[config.mk]
export PLATFORM = sky130hd
export DESIGN_NAME = dram_cmd_sched
export DESIGN_NICKNAME = d
export VERILOG_FILES = /design/src/rtl/dram_cmd_sched.sv
export SDC_FILE = /design/constraint.sdc
export NUM_CORES = 1
export LEC_CHECK = 0
export ABC_AREA = 1
export BUFFER_PORTS_ARGS = -buffer_cell sky130_fd_sc_hd__buf_2
export CORE_MARGIN = 5
export CORE_UTILIZATION = 55
export DETAILED_ROUTE_END_ITERATION = 10
export GPL_ROUTABILITY_DRIVEN = 0
export GPL_TIMING_DRIVEN = 0
export PLACE_DENSITY = 0.75
export SKIP_CTS_REPAIR_TIMING = 1
export SLEW_MARGIN = 40
export SYNTH_ARGS = -nofsm -noshare
export SYNTH_HDL_FRONTEND = slang
export SYNTH_SLANG_ARGS = --single-unit
[constraint.sdc]
create_clock -name clk -period 3.15 [get_ports clk]
set_clock_uncertainty 0.05 [all_clocks]
set_input_delay 0.63 -clock clk [delete_from_list [all_inputs] [get_ports clk]]
set_output_delay 0.63 -clock clk [all_outputs]
set_load 0.01 [all_outputs]
[src/rtl/dram_cmd_sched.sv]
// dram_cmd_sched: pops one {op, addr} request at a time from the controller
// queue, maps the byte address onto DDR4 row/bank/bank-group/column, and
// issues ACT/RD/WR/PRE with tRCD/tRP/tRAS spacing under an open-page policy.
// Optional: define CLOSE_PAGE_EN to auto-precharge after every access.
module dram_cmd_sched #(
    parameter int unsigned T_RCD   = 24,
    parameter int unsigned T_RP    = 24,
    parameter int unsigned T_RAS   = 52,
    parameter int unsigned T_CL    = 24,
    parameter int unsigned T_CWL   = 20,
    parameter int unsigned T_BURST = 4
) (
    input  logic        clk,
    input  logic        rst_n,
    input  logic        req_valid,
    output logic        req_ready,
    input  logic [1:0]  req_op,
    input  logic [32:0] req_addr,
    output logic        cmd_valid,
    output logic [1:0]  cmd_op,
    output logic [1:0]  cmd_bg,
    output logic [1:0]  cmd_ba,
    output logic [14:0] cmd_row,
    output logic [10:0] cmd_col,
    output logic        done,
    output logic        busy
);

    if (T_RCD < 1 || T_RCD > 127 || T_RP < 1 || T_RP > 127 ||
        T_RAS < 1 || T_RAS > 127 ||
        T_CL + T_BURST < 1 || T_CL + T_BURST > 127 ||
        T_CWL + T_BURST < 1 || T_CWL + T_BURST > 127) begin : g_bad_timing
        $error("dram_cmd_sched: timing parameters must fit the 7-bit counters (1..127)");
    end

    localparam logic [6:0] RCD_LD  = 7'(T_RCD - 1);
    localparam logic [6:0] RP_LD   = 7'(T_RP - 1);
    localparam logic [6:0] TRAS_LD = 7'(T_RAS - 1);
    localparam logic [6:0] RD_LD   = 7'(T_CL + T_BURST - 1);
    localparam logic [6:0] WR_LD   = 7'(T_CWL + T_BURST - 1);

    typedef enum logic [2:0] {
        S_IDLE, S_DECIDE, S_PRE, S_WAIT_RP, S_ACT, S_WAIT_RCD, S_CAS, S_WAIT_DATA
    } state_t;

    typedef enum logic [1:0] {
        CMD_ACT = 2'd0, CMD_RD = 2'd1, CMD_WR = 2'd2, CMD_PRE = 2'd3
    } cmd_t;

    state_t      state, state_nx, eff;
    logic        is_wr_q;
    logic [14:0] row_q;
    logic [10:0] col_q;
    logic [1:0]  bg_q, ba_q;
    logic [3:0]  bank;
    logic [6:0]  cnt_q;
    logic [6:0]  rp_cnt_q;
    logic [3:0]  rp_bank_q;
    logic [15:0] open_q;
    logic [6:0]  tras_q [16];
    logic        do_act, do_pre, do_cas;
    cmd_t        cmd_op_c;
    logic        addr_unused;
`ifdef CLOSE_PAGE_EN
    logic [2:0]  rtp_q;
    logic        pre_done_q;
`else
    logic [14:0] open_row_q [16];
`endif

    assign addr_unused = ^req_addr[2:0];
    assign bank        = {bg_q, ba_q};

    // Next state and command decode; DECIDE and expired waits fall straight
    // through into the action state so a ready command goes out this cycle.
    always_comb begin
        state_nx = state;
        eff      = state;
        do_act   = 1'b0;
        do_pre   = 1'b0;
        do_cas   = 1'b0;
        done     = 1'b0;
        case (state)
`ifdef CLOSE_PAGE_EN
            // Every access ended with its own PRE, so the flag is clear here.
            S_DECIDE:   eff = open_q[bank] ? S_PRE : S_ACT;
`else
            S_DECIDE:   eff = !open_q[bank] ? S_ACT :
                              (open_row_q[bank] == row_q) ? S_CAS : S_PRE;
`endif
            S_WAIT_RP:  if (rp_cnt_q == '0) eff = S_ACT;
            S_WAIT_RCD: if (cnt_q == '0) eff = S_CAS;
            default:    ;
        endcase
        case (eff)
            S_IDLE: if (req_valid) state_nx = S_DECIDE;
            S_PRE: begin
                if (tras_q[bank] == '0) begin
                    do_pre   = 1'b1;
                    state_nx = S_WAIT_RP;
                end else begin
                    state_nx = S_PRE;
                end
            end
            S_ACT: begin
                if (rp_cnt_q == '0 || rp_bank_q != bank) begin
                    do_act   = 1'b1;
                    state_nx = S_WAIT_RCD;
                end else begin
                    state_nx = S_ACT;
                end
            end
            S_CAS: begin
                do_cas   = 1'b1;
                state_nx = S_WAIT_DATA;
            end
            S_WAIT_DATA: begin
`ifdef CLOSE_PAGE_EN
                if (!pre_done_q && tras_q[bank] == '0 && rtp_q == '0) do_pre = 1'b1;
                if (cnt_q == '0 && (pre_done_q || do_pre)) begin
                    done     = 1'b1;
                    state_nx = S_IDLE;
                end
`else
                if (cnt_q == '0) begin
                    done     = 1'b1;
                    state_nx = S_IDLE;
                end
`endif
            end
            default: state_nx = state;
        endcase
    end

    // Command opcode for whichever action fired this cycle.
    always_comb begin
        cmd_op_c = CMD_ACT;
        if (do_pre)      cmd_op_c = CMD_PRE;
        else if (do_cas) cmd_op_c = is_wr_q ? CMD_WR : CMD_RD;
    end

    assign cmd_valid = do_act | do_pre | do_cas;
    assign cmd_op    = cmd_op_c;
    assign cmd_bg    = bg_q;
    assign cmd_ba    = ba_q;
    assign cmd_row   = row_q;
    assign cmd_col   = col_q;
    assign req_ready = (state == S_IDLE);
    assign busy      = (state != S_IDLE);

    // State register, request latch, timing counters and open-bank tracking.
    always_ff @(posedge clk) begin
        if (!rst_n) begin
            state     <= S_IDLE;
            is_wr_q   <= 1'b0;
            row_q     <= '0;
            col_q     <= '0;
            bg_q      <= '0;
            ba_q      <= '0;
            cnt_q     <= '0;
            rp_cnt_q  <= '0;
            rp_bank_q <= '0;
            open_q    <= '0;
            for (int unsigned i = 0; i < 16; i++) begin
                tras_q[i] <= '0;
`ifndef CLOSE_PAGE_EN
                open_row_q[i] <= '0;
`endif
            end
`ifdef CLOSE_PAGE_EN
            rtp_q      <= '0;
            pre_done_q <= 1'b0;
`endif
        end else begin
            state <= state_nx;
            if (state == S_IDLE && req_valid) begin
                is_wr_q <= (req_op == 2'd1);
                row_q   <= req_addr[32:18];
                col_q   <= {req_addr[17:10], req_addr[5:3]};
                ba_q    <= req_addr[9:8];
                bg_q    <= req_addr[7:6];
            end
            for (int unsigned i = 0; i < 16; i++) begin
                if (do_act && bank == 4'(i)) tras_q[i] <= TRAS_LD;
                else if (tras_q[i] != '0)    tras_q[i] <= tras_q[i] - 7'd1;
            end
            if (do_pre) begin
                rp_cnt_q  <= RP_LD;
                rp_bank_q <= bank;
            end else if (rp_cnt_q != '0) begin
                rp_cnt_q <= rp_cnt_q - 7'd1;
            end
            if (do_act)             cnt_q <= RCD_LD;
            else if (do_cas)        cnt_q <= is_wr_q ? WR_LD : RD_LD;
            else if (cnt_q != '0)   cnt_q <= cnt_q - 7'd1;
            if (do_act) begin
                open_q[bank] <= 1'b1;
`ifndef CLOSE_PAGE_EN
                open_row_q[bank] <= row_q;
`endif
            end else if (do_pre) begin
                open_q[bank] <= 1'b0;
            end
`ifdef CLOSE_PAGE_EN
            if (do_cas)             rtp_q <= 3'd3;
            else if (rtp_q != '0)   rtp_q <= rtp_q - 3'd1;
            if (do_cas)             pre_done_q <= 1'b0;
            else if (do_pre)        pre_done_q <= 1'b1;
`endif
        end
    end

endmodule

==> metrics.txt <==
Pwr Total=22370 uW; Power Density=907.4 nW/um2; HP Class=input port to register; drt drc=0; R2R depth=23; post-synthesis mux area share=0%; Adder-Cell Fraction of Synth Area=1.900%; Std-Cell Rows=71; WL/cell=21.37 um; sw frac=40.52%; Hold WS=294.0 ps; number of enable flip-flop cells after synthesis=352; CP startpoint kind=register; worst path arrival time=3280 ps; Starting DRT DRC Count=2493; first-pass detailed-route iteration total=10; Seq pwr share=35.3%; Net Count, Synth=2449; vias in the first global route=17.42k; Syn Inst Count=2379; prevailing post-synth register cell=edfxtp_1; Worst-Skew Late Latency=580 ps; Fin Setup TNS=-315280 ps; crit-path most repeated cell=nand2_1; PortBufs=69; largest fanout on the critical path=10; clock slew at reported path FFs=60 ps; Core Area=37760 um2; first-pass GRT wire length=96570 um; Clock Tree Root=clkbuf_16; Slew HR=-3.960%; type of the worst setup path=register to output port; compound-cell area share of the yosys netlist=6.842%; Peak VDD IR=664.2 uV; number of vias per cell=5.953; failing checks=max-capacitance violations, max-slew violations, negative setup slack; largest net degree at the start of global routing=17; Yosys cell types=35; Post-Syn Area per Cell=8.856 um2; Congestion Overflow GR=0; starting density of the core=55.80%; simple-gate share of the synthesized area=24.22%; clk sinks=424; crit path cell chain=buf_12, clkinv_8, clkbuf_16, buf_12, o21ai_1, nand3_1, nand3_2, nand2_1, nand2_1, nand2_1, nor2_1, nand2_1, nor2_2, nand2_4, nand2_2, nand2_2, nand4_1, buf_4, nand2_4, buf_6; Final ANT Viol Nets=0; Comb pwr share=40.9%; sequential cell area fraction in the yosys report=57.01%; Leak Pwr=0.01049 uW; crit path capture type=output port; #FFs+latches synth=424; Bufs on Longest Clock Path=3; worst slew pin tran=1559 ps; NetSw=9065 uW; Final Worst Setup Slack=-812.1 ps; CTS tree=built; Tot GR Track Use=29.85%; Final Hold Fails=0; Vias=18.22k; post-synthesis xor/xnor area fraction=2.328%; die area=42320 um2; Crit path largest cell delay=340 ps; outcome=finished, violations left; H-tree levels=2; clock share of power=23.8%; largest family of logic cells by synthesized area=simple AND/OR/NAND/NOR gates; final cycle utilization of the critical path=125.8%; max-cap violations=1; wirelength, routed=65430 um; initial antenna violation count=1; pins over their slew limit=14; Hold Path Origin=req_addr[17]; HPWL Detailed=43180 um; io pins=74; Worst setup endpoint=cmd_valid; Final min period=3962 ps; Crit-path slowest cell=dfxtp_2; Int Power=13300 uW; asr flop ratio synth=0%; Reg-to-Reg End=open_row_q[4][12]$_SDFFCE_PN0P_; layout filler cell count=2925; R2R setup slack=-690 ps; Die Width=205.7 um; Yosys warnings=0; fin nets=2584; Chip Height=205.7 um; Max Clock Freq=252.4 MHz; Synth Cell Area=21070 um2; Critical Path RT=2470 ps; Area Overhead vs Synth=17.02%; unrepaired setup endpoints after global routing=true; fraction of layout cells with a size suffix above 1=14.24%; final setup fails=727; Num CTS Buffers=45
## metal layers
| metal | share of wire [%] | vias to the layer above | track usage [%] |
|---|---|---|---|
| met5 | 0 | - | 0 |
| met4 | 6.0 | 0 | 14.95 |
| met3 | 13 | 268 | 7.061 |
| met2 | 45 | 1243 | 47.29 |
| met1 | 36 | 8567 | 38.65 |
| li1 | - | 8145 | - |
## per-stage QoR
step,std cells,area [um2],worst slack (ps),util [%]
after detailed placement,2959,22060,-1634,58.43
after global routing,3060,24650,-854.7,65.29
final,3061,24650,-812.1,65.30
after floorplan,2379,21070,20.03,-
after CTS,3041,23520,-1618,62.30
after global placement,2959,22050,-1809,58.41
## power groups by stage
stage          Clock (uW)  Combinational [uW]  Sequential [uW]
3_3_place_gp            0                7570             7910
6_report             5330                9150             7890
3_5_place_dp            0                7800             7960
2_1_floorplan           0                5340             7830
4_1_cts              5310                7900             7850
5_1_grt              5580                9850             7980
## placed cells by master (no fill, tap or decap), drive strengths merged, types with 39 or more instances in the layout
cell type    n
inv        265
clkbuf     133
nand2      528
xor2        40
buf        143
a21oi       77
nor2       410
edfxtp     352
nand3      217
o31ai       39
dfxtp       72
o21ai       51
## cells in the mapped netlist, types with 2 or more instances
master | instances | area share (%)
a22oi_1 | 8 | 0.29
o21ai_1 | 10 | 0.24
inv_1 | 261 | 4.7
nand2_2 | 8 | 0.24
o21ai_0 | 41 | 0.97
clkbuf_1 | 64 | 1.1
ha_1 | 32 | 1.9
xor2_1 | 40 | 1.7
nand4_1 | 16 | 0.48
buf_1 | 6 | 0.11
edfxtp_1 | 352 | 50
a31oi_1 | 25 | 0.74
nand2_1 | 515 | 9.2
o211ai_1 | 33 | 1.2
a211oi_1 | 5 | 0.18
buf_2 | 44 | 1.0
inv_2 | 2 | 0.036
xnor2_1 | 16 | 0.67
nor3_1 | 15 | 0.36
nand3_1 | 214 | 5.1
nor4_1 | 13 | 0.39
a21oi_1 | 77 | 1.8
nand3b_1 | 3 | 0.11
nand2_4 | 2 | 0.11
o31ai_1 | 39 | 1.4
dfxtp_1 | 72 | 6.8
nand3_2 | 3 | 0.14
buf_4 | 9 | 0.32
or2_2 | 26 | 0.77
clkinv_1 | 15 | 0.27
nor2_1 | 409 | 7.3
## how the worst min path moves through the flow
stage / to / slack [ps] / depth (start not counted)
final: cmd_col[10]$_SDFFE_PN0P_ / 290 / 3
after detailed placement: rp_cnt_q[6]$_SDFFE_PP0N_ / 390 / 2
after global routing: cmd_col[9]$_SDFFE_PN0P_ / 290 / 3
after global placement: rp_cnt_q[6]$_SDFFE_PP0N_ / 380 / 2
after CTS: cmd_col[10]$_SDFFE_PN0P_ / 280 / 3
after floorplan: cnt_q[6]$_SDFFE_PP0P_ / 370 / 2
## registers in the layout, summed over array words and instances (netlist names), named ones only
register	cells
open_row_q	240
cmd_row	15
rp_bank_q	4
rp_cnt_q	7
cmd_ba	2
cnt_q	7
is_wr_q	1
tras_q	112
cmd_bg	2
state	3
cmd_col	11
## critical path, delay by kind of cell (launching register included)
family | cells | cell delay (ps)
and+or+nand+nor | 13 | 1340
buffers and inverters | 6 | 810
DFF | 1 | 340
AOI/OAI and AO/OA | 1 | 210
## cell type report
type	count	area [um2]	share of cell area, %
repair buffers	85	544.3	2.208
well taps	511	639.4	2.594
clock inverters	16	133.9	0.5431
clock buffers	66	1328	5.385
inverters	278	1056	4.284
flip-flops and latches	424	12010	48.73
multi-input cells	1555	7984	32.39
diodes	1	2.502	0.01015
plain buffers	125	950.9	3.857
## logic make-up (layout without fill, tap and decap cells)
family | Yosys count | in the layout
AOI/OAI and AO/OA | 239 | 239
xor gates and xnor gates | 56 | 56
adders and majority gates | 32 | 32
buffers and inverters | 403 | 570
DFF | 424 | 424
other | 0 | 1
and+or+nand+nor | 1225 | 1228
Note: power is estimated with default switching activity, not from simulation.
